File: config.mk
export PLATFORM = sky130hd
export DESIGN_NAME = fault_recovery_sequencer
export DESIGN_NICKNAME = d
export VERILOG_FILES = /design/src/rtl/ft_pkg.sv /design/src/rtl/ft_fault_encoder.sv /design/src/rtl/fault_recovery_sequencer.sv
export SDC_FILE = /design/constraint.sdc
export NUM_CORES = 1
export LEC_CHECK = 0
export ABC_AREA = 1
export BUFFER_PORTS_ARGS = -buffer_cell sky130_fd_sc_hd__buf_2
export CAP_MARGIN = 20
export CORE_MARGIN = 2
export CORE_UTILIZATION = 45
export CTS_BUF_LIST = sky130_fd_sc_hd__clkbuf_16
export CTS_CLUSTER_SIZE = 20
export DETAILED_ROUTE_END_ITERATION = 8
export GPL_ROUTABILITY_DRIVEN = 0
export PLACE_DENSITY = 0.72
export SLEW_MARGIN = 20
export SYNTH_ARGS = -nofsm -noshare
export SYNTH_HDL_FRONTEND = slang
export SYNTH_SLANG_ARGS = --single-unit
File: constraint.sdc
create_clock -name clk -period 2.26 [get_ports clk]
set_clock_uncertainty 0.1 [all_clocks]
set_input_delay 0.113 -clock clk [delete_from_list [all_inputs] [get_ports clk]]
set_output_delay 0.113 -clock clk [all_outputs]
set_load 0.05 [all_outputs]
File: src/rtl/ft_pkg.sv
// Shared types for the fault-recovery logic: sequencer states and the
// fault_cause encoding seen by software.
package ft_pkg;

   typedef enum logic [2:0] {
      NORMAL   = 3'd0,
      SAFE     = 3'd1,
      ROLLBACK = 3'd2,
      RETRY    = 3'd3,
      RESUME   = 3'd4,
      HALT     = 3'd5
   } ft_state_e;

   localparam logic [1:0] CAUSE_NONE    = 2'd0;
   localparam logic [1:0] CAUSE_ILLEGAL = 2'd1;
   localparam logic [1:0] CAUSE_CTRL    = 2'd2;
   localparam logic [1:0] CAUSE_STUCK   = 2'd3;

endpackage

File: src/rtl/ft_fault_encoder.sv
// Merges the three detector flags into one fault strobe plus a cause code,
// with stuck-at taking precedence over control, control over opcode.
module ft_fault_encoder
   import ft_pkg::*;
(
   input  logic       illegal_opcode,
   input  logic       invalid_control,
   input  logic       stuck_at_fault,
   output logic       fault,
   output logic [1:0] cause
);

   assign fault = illegal_opcode | invalid_control | stuck_at_fault;

   always_comb begin
      cause = CAUSE_NONE;
      if (stuck_at_fault)
         cause = CAUSE_STUCK;
      else if (invalid_control)
         cause = CAUSE_CTRL;
      else if (illegal_opcode)
         cause = CAUSE_ILLEGAL;
   end

endmodule

File: src/rtl/fault_recovery_sequencer.sv
// Recovery FSM: drains the pipeline on a fault, rolls fetch back to the last
// clean checkpoint, retries a bounded number of times and halts if retries run out.
module fault_recovery_sequencer
   import ft_pkg::*;
#(
   parameter int DRAIN_CYCLES = 3,
   parameter int RETRY_WINDOW = 8,
   parameter int MAX_RETRIES  = 2,
   parameter int CNT_W        = 4
) (
   input  logic             clk,
   input  logic             reset,
   input  logic             illegal_opcode,
   input  logic             invalid_control,
   input  logic             stuck_at_fault,
   input  logic             instr_commit,
   input  logic [31:0]      pc_current,
   input  logic             pc_write_normal,
   input  logic             reg_write_normal,
   input  logic             mem_write_normal,
   input  logic             clear_halt,
   output logic             pc_write_out,
   output logic             reg_write_out,
   output logic             mem_write_out,
   output logic [31:0]      pc_restore,
   output logic             pc_restore_en,
   output logic             insert_nop,
   output logic             safe_mode,
   output logic             retry_en,
   output logic             recover_cpu,
   output logic             resume_cpu,
   output logic             halted,
   output logic [1:0]       fault_cause,
   output logic [CNT_W-1:0] retry_count
);

   localparam logic [CNT_W-1:0] DRAIN_LAST  = CNT_W'(DRAIN_CYCLES - 1);
   localparam logic [CNT_W-1:0] WINDOW_LAST = CNT_W'(RETRY_WINDOW - 1);
   localparam logic [CNT_W-1:0] RETRY_LAST  = CNT_W'(MAX_RETRIES - 1);

   ft_state_e        state_reg, state_next;
   logic [CNT_W-1:0] drain_cnt_reg, drain_cnt_next;
   logic [CNT_W-1:0] win_cnt_reg, win_cnt_next;
   logic [CNT_W-1:0] retry_cnt_reg, retry_cnt_next;
   logic [1:0]       cause_reg, cause_next;
   logic [31:0]      pc_restore_reg, pc_restore_next;

   logic       fault;
   logic [1:0] enc_cause;
   logic       pass_en;
   logic       force_pc;
   logic [2:0] write_normal, write_force, write_out;

   function automatic logic [CNT_W-1:0] sat_inc(input logic [CNT_W-1:0] v);
      return (v == {CNT_W{1'b1}}) ? v : v + 1'b1;
   endfunction

   ft_fault_encoder u_fault_encoder (
      .illegal_opcode  (illegal_opcode),
      .invalid_control (invalid_control),
      .stuck_at_fault  (stuck_at_fault),
      .fault           (fault),
      .cause           (enc_cause)
   );

   always_ff @(posedge clk or negedge reset) begin
      if (!reset) begin
         state_reg      <= NORMAL;
         drain_cnt_reg  <= '0;
         win_cnt_reg    <= '0;
         retry_cnt_reg  <= '0;
         cause_reg      <= CAUSE_NONE;
         pc_restore_reg <= '0;
      end else begin
         state_reg      <= state_next;
         drain_cnt_reg  <= drain_cnt_next;
         win_cnt_reg    <= win_cnt_next;
         retry_cnt_reg  <= retry_cnt_next;
         cause_reg      <= cause_next;
         pc_restore_reg <= pc_restore_next;
      end
   end

   always_comb begin
      state_next      = state_reg;
      drain_cnt_next  = drain_cnt_reg;
      win_cnt_next    = win_cnt_reg;
      retry_cnt_next  = retry_cnt_reg;
      cause_next      = cause_reg;
      pc_restore_next = pc_restore_reg;
      pass_en         = 1'b0;
      force_pc        = 1'b0;
      pc_restore_en   = 1'b0;
      insert_nop      = 1'b0;
      safe_mode       = 1'b0;
      retry_en        = 1'b0;
      recover_cpu     = 1'b0;
      resume_cpu      = 1'b0;
      halted          = 1'b0;

      case (state_reg)
         NORMAL: begin
            pass_en = 1'b1;
            // A commit racing a fault may be the faulting instruction itself.
            if (fault) begin
               state_next     = SAFE;
               cause_next     = enc_cause;
               drain_cnt_next = '0;
            end else if (instr_commit) begin
               pc_restore_next = pc_current;
            end
         end
         SAFE: begin
            insert_nop = 1'b1;
            safe_mode  = 1'b1;
            if (drain_cnt_reg >= DRAIN_LAST)
               state_next = ROLLBACK;
            else
               drain_cnt_next = sat_inc(drain_cnt_reg);
         end
         ROLLBACK: begin
            force_pc      = 1'b1;
            pc_restore_en = 1'b1;
            recover_cpu   = 1'b1;
            safe_mode     = 1'b1;
            win_cnt_next  = '0;
            state_next    = RETRY;
         end
         RETRY: begin
            pass_en  = 1'b1;
            retry_en = 1'b1;
            if (fault) begin
               cause_next = enc_cause;
               if (retry_cnt_reg >= RETRY_LAST) begin
                  state_next = HALT;
               end else begin
                  retry_cnt_next = sat_inc(retry_cnt_reg);
                  drain_cnt_next = '0;
                  state_next     = SAFE;
               end
            end else if (win_cnt_reg >= WINDOW_LAST) begin
               state_next = RESUME;
            end else begin
               win_cnt_next = sat_inc(win_cnt_reg);
            end
         end
         RESUME: begin
            pass_en        = 1'b1;
            resume_cpu     = 1'b1;
            retry_cnt_next = '0;
            state_next     = NORMAL;
         end
         HALT: begin
            insert_nop = 1'b1;
            halted     = 1'b1;
            if (clear_halt) begin
               state_next     = NORMAL;
               retry_cnt_next = '0;
               cause_next     = CAUSE_NONE;
            end
         end
         default: state_next = NORMAL;
      endcase
   end

   // Bit 2 is the PC enable, the only one rollback forces high.
   assign write_normal = {pc_write_normal, reg_write_normal, mem_write_normal};
   assign write_force  = {force_pc, 2'b00};

   for (genvar gi = 0; gi < 3; gi++) begin : g_gate
      assign write_out[gi] = (write_normal[gi] & pass_en) | write_force[gi];
   end

   assign {pc_write_out, reg_write_out, mem_write_out} = write_out;
   assign pc_restore  = pc_restore_reg;
   assign fault_cause = cause_reg;
   assign retry_count = retry_cnt_reg;

endmodule

==> flow_summary.ini <==
[status]
status = finished, final reports clean

[routing]
drt_iter0_markers = 149
via_per_inst = 4.836
vias = 2442
remaining_drc_errors = 0
totalWireLength_um = 6438
wl_per_cell_um = 12.75
drt_first_pass_iters = 4
ant_nets = 0

[worst_setup_path]
critPathLaunchType = flip-flop
critical-path-max-stage-delay_ps = 480
critPathMaxFanout = 7
path_cells = inv_2 -> nand3_1 -> nand2_1 -> nor2_1 -> inv_1 -> nand2_1 -> inv_1 -> buf_2
worstPathArrival_ps = 1760
regToRegStartpoint = state_reg[1]$_DFFE_PN0P_
crit_family = buffers and inverters
timing.critical_path.from = state_reg[2]$_DFFE_PN0P_
cp_slowest_cell = dfrtp_1
crit_required_ps = 2050
path_buf_inv = 4
crit_type = reg2out
cp-end-kind = output pin

[yosys]
netlist.area_leader.share_pct = 49.67
yosys_warnings = 0
ys.flop_type = dfrtp_1
synth.area.top_cells = dfrtp_1 (50%), nand2_1 (17%), nand3_1 (11%)
async_flop_share_pct = 100.0
yosysSeqAreaShare_pct = 49.67
synth_edf_count = 0
postSynthAreaPerCell_um2 = 7.862
synth_cells = 314
yosys_register_bits = 49
syn-cell-area_um2 = 2469
synthDistinctLibCells = 24
synthTopCellsByCount = nand2_1 (113), nand3_1 (54), dfrtp_1 (49)
yosysMostFrequentCell = nand2_1
synth.largest_area_cell = dfrtp_1
synthesis.nets = 362

[global_routing]
grt_pass1_wl_um = 10580
grt_pass1_vias = 2293
met1_usage_pct = 28.44
use_met2_pct = 36.29
grt_max_degree = 33
use_met3_pct = 4.138
grt_overflow = 0
busiest_layer = met2
antenna_found_initial = 0
grt_usage_pct = 21.56

[cells_and_area]
layout.cells.non_filler = 505
final_cell_area_um2 = 3456
fin_util_pct = 66.39
multi_input_area_um2 = 1054
final_layout_size_suffix_gt1_share_pct = 24.65
syn_to_final_growth_pct = 39.99
largest_register_ffs = 32
num-fill-cells = 456
regArea_um2 = 1226
nNetsFinal = 481

[sta]
hold_violations = 0
relSlewSlack_pct = 68.35
setup_viol = 0
worst_pin_slew_ps = 474.7
hold_ws_ps = 61.02
min_period_ps = 1976
setup_tns_ps = 0
fin_ws_ps = 283.9
max_freq_ghz = 0.5061
drv_slew = 0
rsz0062_at_grt = no
min_period_over_period_pct = 87.44

[clock_network]
cts-root-buf = clkbuf_16
cts_tree = built
cts_made_buffers = 5
cts_buffer_depth = 2
clk-insertion-delay-late_ps = 280
cts_resized = 0
cts_max_level = 2
cts_sinks = 49
path_clk_slew_ps = 70

[power]
clkPwrFrac_pct = 17.6
finalPower_mw = 5.358
p_seq_share_pct = 27.6
power.density_nw_per_um2 = 1551
p_switching_mw = 2.822
p_leak_nw = 2.012
peakVddDrop_mv = 0.7487
p_int_mw = 2.536
power_frac_comb_pct = 54.8
p_sw_share_pct = 52.67

[placed_design]
placedInstanceArea_um2 = 2933
hpwl_um = 4220
place_ws_ps = 566.3
numPortBuffers = 89
dp.cells = 463

[hold_path]
holdCritPathClass = in2reg
holdCritStartpoint = invalid_control

[die]
die-area_um2 = 6094
core_um2 = 5205
start_util_pct = 47.43
die_height_um = 78.07
ioPinCount = 90
rows = 26
die_w_um = 78.07

[flow_run]
max_cap_viol_count = 0
==> cells by family after synthesis <==
kind of cell	share of synthesized area [%]
xor gates and xnor gates	1.065
AOI/OAI and AO/OA	3.345
and+or+nand+nor	35.23
DFF	49.67
buffers and inverters	7.653
adders and majority gates	3.041
==> layer usage <==
layer  wire, um  vias up  part of all wire [%]
met5          0        -                     0
met4         77        0                   1.2
met3        321        6                   5.0
met2       3214       75                    50
met1       2825     1132                    44
li1           -     1229                     -
==> worst register-to-register path, stage by stage, from the launching register on <==
cell     delay [ps]
dfrtp_1         480
nor2_1          190
nand2_2         140
nor2_8          250
nand2_4         270
nand2_1         130
nand2_1          70
==> cell type report <==
class,count,area share [%]
timing repair buffer,125,23.10
multi-input combinational,226,30.49
tap,70,2.534
inverter,26,2.824
sequential,49,35.48
antenna,1,0.07241
clock inverter,3,1.883
clock buffer,5,3.621
==> repair_timing <==
item | CTS | global route
setup buffers | 0 | 0
hold buffers | 33 | 0
hold endpoints to repair | 52 | 0
endpoints found under the setup margin | 0 | 0
==> placed cells by master (no fill, tap or decap) <==
cell / count
a21oi_1: 3
buf_2: 89
buf_4: 3
bufinv_16: 2
clkbuf_16: 5
clkinv_2: 1
dfrtp_1: 49
diode_2: 1
dlygate4sd3_1: 33
ha_1: 6
inv_1: 25
inv_2: 1
nand2_1: 113
nand2_2: 1
nand2_4: 1
nand3_1: 54
nand3b_1: 2
nor2_1: 25
nor2_2: 2
nor2_4: 1
nor2_8: 1
nor3_1: 1
o21a_1: 1
o21ai_0: 10
o21ai_1: 2
xnor2_1: 2
xor2_1: 1
==> path summary, 6_finish.rpt <==
path                                              endpoint  slack (ps)  depth (start not counted)
min in group asynchronous       retry_count[1]$_DFFE_PN0P_         250                          2
max in group asynchronous       pc_restore[15]$_DFFE_PN0P_        1070                          3
worst min-delay path            fault_cause[1]$_DFFE_PN0P_          60                          3
worst min register to register  pc_restore[15]$_DFFE_PN0P_         370                          2
worst max-delay path                         mem_write_out         280                          8
worst max register to register  pc_restore[20]$_DFFE_PN0P_         510                          6
==> power groups by stage <==
stage / Sequential, mW / Clock, mW / Combinational [mW]
2_1_floorplan: 2.50 / 0 / 1.23
3_3_place_gp: 1.47 / 0 / 2.85
3_5_place_dp: 1.48 / 0 / 2.89
4_1_cts: 1.47 / 0.952 / 2.94
5_1_grt: 1.52 / 0.990 / 3.16
6_report: 1.48 / 0.945 / 2.94
Note: power is estimated with default switching activity, not from simulation.
